**config.mk**
```make
export PLATFORM = sky130hd
export DESIGN_NAME = pspi_slave_param
export DESIGN_NICKNAME = d
export VERILOG_FILES = /design/src/rtl/pspi_slave_param.sv
export SDC_FILE = /design/constraint.sdc
export NUM_CORES = 1
export LEC_CHECK = 0
export ABC_AREA = 1
export BUFFER_PORTS_ARGS = -buffer_cell sky130_fd_sc_hd__buf_4
export CAP_MARGIN = 20
export CORE_MARGIN = 2
export CORE_UTILIZATION = 40
export DETAILED_ROUTE_END_ITERATION = 6
export MAX_ROUTING_LAYER = met4
export PLACE_DENSITY_LB_ADDON = 0.3
export REMOVE_ABC_BUFFERS = 1
export SLEW_MARGIN = 20
export SYNTH_ARGS = -nofsm -noshare
export SYNTH_HDL_FRONTEND = slang
export SYNTH_SLANG_ARGS = --single-unit
```
**constraint.sdc**
```tcl
create_clock -name clkin -period 3.2 [get_ports clkin]
set_input_delay 0.32 -clock clkin [delete_from_list [all_inputs] [get_ports clkin]]
set_output_delay 0.32 -clock clkin [all_outputs]
set_load 0.05 [all_outputs]
```
**src/rtl/pspi_slave_param.sv**
```systemverilog
// pspi_slave_param: parametrised MSB-first mode-0 PSPI slave on clkin.
// Define PSPI_PARITY_EN to add a parity bit in both directions.
module pspi_slave_param #(
  parameter int DATA_W      = 8,
  parameter int PARITY_ODD  = 1,
  parameter int SYNC_STAGES = 2
) (
  input  logic              clkin,
  input  logic              rstn,
  input  logic              en,
  input  logic              sclk,
  input  logic              ss_n,
  input  logic              mosi,
  output logic              miso,
  input  logic [DATA_W-1:0] tx_data,
  input  logic              tx_valid,
  output logic              tx_ready,
  output logic [DATA_W-1:0] rx_data,
  output logic              rx_valid,
  output logic              rx_perr,
  output logic              frame_err,
  output logic              busy
);

`ifdef PSPI_PARITY_EN
  localparam int PE = 1;
`else
  localparam int PE = 0;
`endif
  localparam int FL = DATA_W + PE;
  localparam int CW = $clog2(FL + 1);

  localparam logic [1:0] IDLE     = 2'd0;
  localparam logic [1:0] SHIFT    = 2'd1;
  localparam logic [1:0] COMPLETE = 2'd2;

  function automatic logic par_of(
    input logic [DATA_W-1:0] w
  );
    return (^w) ^ (PARITY_ODD != 0);
  endfunction

  logic [SYNC_STAGES-1:0] sclk_s;
  logic [SYNC_STAGES-1:0] ss_s;
  logic [SYNC_STAGES-1:0] mosi_s;
  logic                   sclk_d;
  logic                   ss_d;

  always_ff @(posedge clkin or negedge rstn) begin
    if (!rstn) begin
      sclk_s <= '0;
      ss_s   <= '1;
      mosi_s <= '0;
      sclk_d <= 1'b0;
      ss_d   <= 1'b1;
    end else begin
      sclk_s <= {sclk_s[SYNC_STAGES-2:0], sclk};
      ss_s   <= {ss_s[SYNC_STAGES-2:0], ss_n};
      mosi_s <= {mosi_s[SYNC_STAGES-2:0], mosi};
      sclk_d <= sclk_s[SYNC_STAGES-1];
      ss_d   <= ss_s[SYNC_STAGES-1];
    end
  end

  logic sclk_q;
  logic ss_q;
  logic mosi_q;
  logic sclk_rise;
  logic sclk_fall;
  logic ss_fall;

  assign sclk_q    = sclk_s[SYNC_STAGES-1];
  assign ss_q      = ss_s[SYNC_STAGES-1];
  assign mosi_q    = mosi_s[SYNC_STAGES-1];
  assign sclk_rise = sclk_q & ~sclk_d;
  assign sclk_fall = ~sclk_q & sclk_d;
  assign ss_fall   = ~ss_q & ss_d;

  logic [1:0]        state;
  logic [CW-1:0]     cnt;
  logic [DATA_W-1:0] tx_sh;
  logic [FL-1:0]     rx_sh;
  logic [DATA_W-1:0] hold_data;
  logic              hold_full;
  logic              take;
  logic              start;
  logic              reload;
  logic              load_sh;
  logic [DATA_W-1:0] next_word;

  assign tx_ready = ~hold_full;
  assign busy     = (state != IDLE);
  assign take     = tx_valid & ~hold_full;
  assign start    = en & (state == IDLE) & ss_fall;
  assign reload   = en & (state == COMPLETE) & ~ss_q;
  assign load_sh  = start | reload;

  // A word offered in the same cycle as a load wins over an empty holding.
  always_comb begin
    next_word = '0;
    if (take)
      next_word = tx_data;
    else if (hold_full)
      next_word = hold_data;
  end

  always_ff @(posedge clkin or negedge rstn) begin
    if (!rstn) begin
      hold_full <= 1'b0;
      hold_data <= '0;
    end else if (load_sh) begin
      hold_full <= 1'b0;
    end else if (take) begin
      hold_full <= 1'b1;
      hold_data <= tx_data;
    end
  end

`ifdef PSPI_PARITY_EN
  logic tx_par;
  logic perr_q;

  assign rx_perr = perr_q;

  always_ff @(posedge clkin or negedge rstn) begin
    if (!rstn) begin
      tx_par <= 1'b0;
      perr_q <= 1'b0;
    end else begin
      perr_q <= 1'b0;
      if (load_sh)
        tx_par <= par_of(next_word);
      if (en && state == COMPLETE)
        perr_q <= (^rx_sh) ^ (PARITY_ODD != 0);
    end
  end
`else
  assign rx_perr = 1'b0;
`endif

  always_ff @(posedge clkin or negedge rstn) begin
    if (!rstn) begin
      state     <= IDLE;
      cnt       <= '0;
      tx_sh     <= '0;
      rx_sh     <= '0;
      miso      <= 1'b0;
      rx_data   <= '0;
      rx_valid  <= 1'b0;
      frame_err <= 1'b0;
    end else begin
      rx_valid  <= 1'b0;
      frame_err <= 1'b0;
      if (!en) begin
        state <= IDLE;
        cnt   <= '0;
        miso  <= 1'b0;
      end else begin
        unique case (state)
          IDLE: begin
            miso <= 1'b0;
            cnt  <= '0;
            if (ss_fall) begin
              state <= SHIFT;
              miso  <= next_word[DATA_W-1];
              tx_sh <= {next_word[DATA_W-2:0], 1'b0};
            end
          end
          SHIFT: begin
            if (ss_q) begin
              state     <= IDLE;
              miso      <= 1'b0;
              cnt       <= '0;
              frame_err <= (cnt != '0);
            end else if (sclk_rise) begin
              rx_sh <= {rx_sh[FL-2:0], mosi_q};
              cnt   <= cnt + 1'b1;
              if (cnt == CW'(FL - 1))
                state <= COMPLETE;
            end else if (sclk_fall) begin
              if (cnt < CW'(DATA_W)) begin
                miso  <= tx_sh[DATA_W-1];
                tx_sh <= {tx_sh[DATA_W-2:0], 1'b0};
              end
`ifdef PSPI_PARITY_EN
              else begin
                miso <= tx_par;
              end
`endif
            end
          end
          COMPLETE: begin
            rx_data  <= rx_sh[FL-1 -: DATA_W];
            rx_valid <= 1'b1;
            cnt      <= '0;
            // Back-to-back: first bit goes out on the next sclk fall.
            if (!ss_q) begin
              state <= SHIFT;
              tx_sh <= next_word;
            end else begin
              state <= IDLE;
              miso  <= 1'b0;
            end
          end
          default: begin
            state <= IDLE;
            miso  <= 1'b0;
            cnt   <= '0;
          end
        endcase
      end
    end
  end

endmodule

```
==> reports/qor.csv <==
stage,metric,value,unit
clock_tree,Clock Sink Count,50,
clock_tree,H-tree level count,2,
cells_and_area,fraction of final layout cells with drive strength greater than 1,19.81,%
cells_and_area,area delta synth->final,13.85,%
logic_synthesis,fraction of the yosys area taken by sequential cells,51.07,%
route,Via Count,1928,
sta,worst slew pin tran,0.6216,ns
clock_tree,Clock Tree Buf Depth,2,
clock_tree,post-cts hold buffer count,0,
grt,maximum number of pins on one net before global-route repair,51,
sta,minimum hold slack,0.01828,ns
floorplanning,area of the core,5921,um^2
floorplanning,DIE WIDTH,82.38,um
power,Pwr per Cell Area,852.9,nW/um^2
logic_synthesis,Netlist Area Pre-Place,2457,um^2
cells_and_area,total of fill cells in the finished design,587,
grt,initial antenna violation count,0,
floorplanning,number of top-level pins,29,
sta,summed negative setup slack over all endpoints,0,ns
sta,post-route fraction of the period consumed by the critical path,56.57,%
flow_run,total of max-cap violations,0,
grt,Tot GR Track Use,16.42,%
route,First-pass DRT Iterations,4,
cells_and_area,"leading cell type in the layout, fill and taps excluded",sky130_fd_sc_hd__nand2_1,
critical_path,nature of the critical path endpoint,register,
floorplanning,floorplan row count,28,
min_path,worst min-delay path class,in -> async,
cells_and_area,Nets,343,
power,leakage power of the design,1.438,nW
place,count of input and output buffers,27,
power,worst vdd rail ir drop,0.0005018,V
route,via count normalized by instance count,4.844,
sta,Final min period,1.810,ns
logic_synthesis,"Warnings, synthesis",0,
sta,Max Clock Skew,0.007652,ns
floorplanning,overall die area,6786,um^2
route,drc violations,0,
critical_path,CP Class,reg -> reg,
logic_synthesis,Synth Register Bits,50,
cells_and_area,number of inserted diodes,0,
logic_synthesis,cell type contributing the most total cell area after synthesis,sky130_fd_sc_hd__dfrtp_1,
grt,sum of overflow across all layers after global routing,0,
sta,Final Max Tran Viols,0,
clock_tree,Clock Root Buffer,sky130_fd_sc_hd__clkbuf_8,
grt,via count of the first global-routing pass,1924,
critical_path,data required time at the worst endpoint,3.40,ns
status,result of the run,completed,
critical_path,category of the worst setup path launch point,register,
grt,first-pass GRT wire length,8369,um
critical_path,arrival time worst endpoint,2.01,ns
clock_tree,TritonCTS clock tree,built,
place,Detailed Place HPWL,3440,um
route,final antenna-violating net count,0,
sta,setup repair after global routing missed its margin,false,
sta,Max Freq,0.5524,GHz
clock_tree,"Clk pin slew, worst setup/hold paths",0.10,ns
logic_synthesis,synth unique cells,27,
clock_tree,post-cts resize count,0,
logic_synthesis,cells after synthesis,294,
clock_tree,clock latency reported for the late side of the worst-skew pair,0.31,ns
clock_tree,Num CTS Buffers,5,
route,Routed WL,4756,um
logic_synthesis,Syn Area/Cell,8.358,um^2
logic_synthesis,cell types with the largest area share after synthesis,"sky130_fd_sc_hd__dfrtp_1 (48%), sky130_fd_sc_hd__nand2_1 (16%), sky130_fd_sc_hd__nand3_1 (4.9%)",
floorplanning,starting density of the core,41.50,%
route,First DRT Iteration DRCs,60,
clock_tree,number of post-CTS setup repair buffers,0,
sta,final setup violation count,0,
place,GPL Wtd Cong,0.8468,
sta,Rel. slew slack,58.56,%
route,drt wl/cell,11.95,um
sta,"Hold Vio Cnt, Final",0,
cells_and_area,"top library cells by usage in the layout, fill and taps aside","sky130_fd_sc_hd__nand2_1 (103), sky130_fd_sc_hd__dfrtp_1 (47), sky130_fd_sc_hd__nor2_1 (27), sky130_fd_sc_hd__buf_4 (27), sky130_fd_sc_hd__nand3_1 (24)",
critical_path,Crit Path Max Fanout,16,
logic_synthesis,area share of the leading cell type in the synthesized netlist,47.86,%
floorplanning,vertical die dimension,82.38,um
worst max-delay path, stage by stage (launching register included):
cell,delay [ns]
sky130_fd_sc_hd__dfrtp_1,0.43
sky130_fd_sc_hd__inv_1,0.10
sky130_fd_sc_hd__ha_1,0.21
sky130_fd_sc_hd__nand2_1,0.32
sky130_fd_sc_hd__o22ai_4,0.41
sky130_fd_sc_hd__nor2_4,0.10
sky130_fd_sc_hd__nand2_1,0.08
sky130_fd_sc_hd__nand2_1,0.05
registers in the layout, summed over array words and instances, names as in the netlist, 2 cells and up:
register and flops:
hold_data 8, rx_data 8, rx_sh 8, tx_sh 8, cnt 4, mosi_s 2, sclk_s 2, ss_s 2
state 2
per-layer routing:
metal / global-route usage [%] / vias to the layer above / routed length (um)
li1: - / 980 / -
met1: 20.49 / 911 / 2292
met2: 26.94 / 30 / 2252
met3: 3.587 / 7 / 166
met4: 4.667 / 0 / 44
met5: - / - / 0
Yosys cell counts, drive strengths merged:
| master | n |
|---|---|
| nor3 | 2 |
| nor2 | 33 |
| dfstp | 3 |
| nand2 | 110 |
| o22ai | 1 |
| inv | 28 |
| ha | 6 |
| nand3 | 24 |
| a311oi | 1 |
| conb | 1 |
| buf | 5 |
| dfrtp | 47 |
| clkbuf | 1 |
| o21ai | 29 |
| nand4 | 1 |
| a21oi | 2 |
cell type report:
cell class                 count  area, um^2  share of cell area, %
clock buffer                   6       72.57                  2.594
timing repair buffer          27       202.7                  7.245
inverter                      28       107.6                  3.846
multi-input combinational    210        1049                  37.48
tap                           75       93.84                  3.354
clock inverter                 2       17.52                 0.6261
sequential                    50        1255                  44.86
power breakdown:
group | internal (mW) | leakage (nW) | switching (mW)
clock network | 0.159 | 0.0458 | 0.229
logic | 0.322 | 0.772 | 0.694
registers | 0.848 | 0.620 | 0.135
cell families (layout without fill, tap and decap cells):
logic type               after synthesis  after routing  synth area share [%]
other                                  1              1                0.1526
AND/OR/NAND/NOR                      170            170                 30.91
adder cells (fa/ha/maj)                6              6                 3.055
buffers and inverters                 34             63                 6.262
flip-flops                            50             50                 51.07
AO/OA/AOI/OAI                         33             33                 8.554
metrics by stage:
stage	std cells	setup WS (ns)	cell area (um^2)	power (mW)	util, %
finish	398	1.390	2798	2.386	47.25
global route	398	1.204	2798	2.565	47.25
CTS	398	1.382	2798	2.408	47.25
detailed placement	390	1.414	2708	2.012	45.73
global placement	390	1.526	2708	1.992	45.73
floorplan	288	1.560	2411	1.724	-
worst paths after layout:
| path | slack (ns) | to | cells after the start | start |
|---|---|---|---|---|
| hold / removal | 0.02 | cnt[3] | 1 | rstn |
| max in group asynchronous | 2.77 | hold_data[7] | 1 | rstn |
| min in group clkin | 0.11 | ss_s[0] | 1 | ss_n |
| setup reg to reg | 1.39 | hold_data[3] | 7 | state[0] |
| hold reg to reg | 0.35 | sclk_s[1] | 0 | sclk_s[0] |
| setup / recovery | 1.39 | hold_data[3] | 7 | state[0] |
No activity file was read; power rests on OpenSTA's default activity.
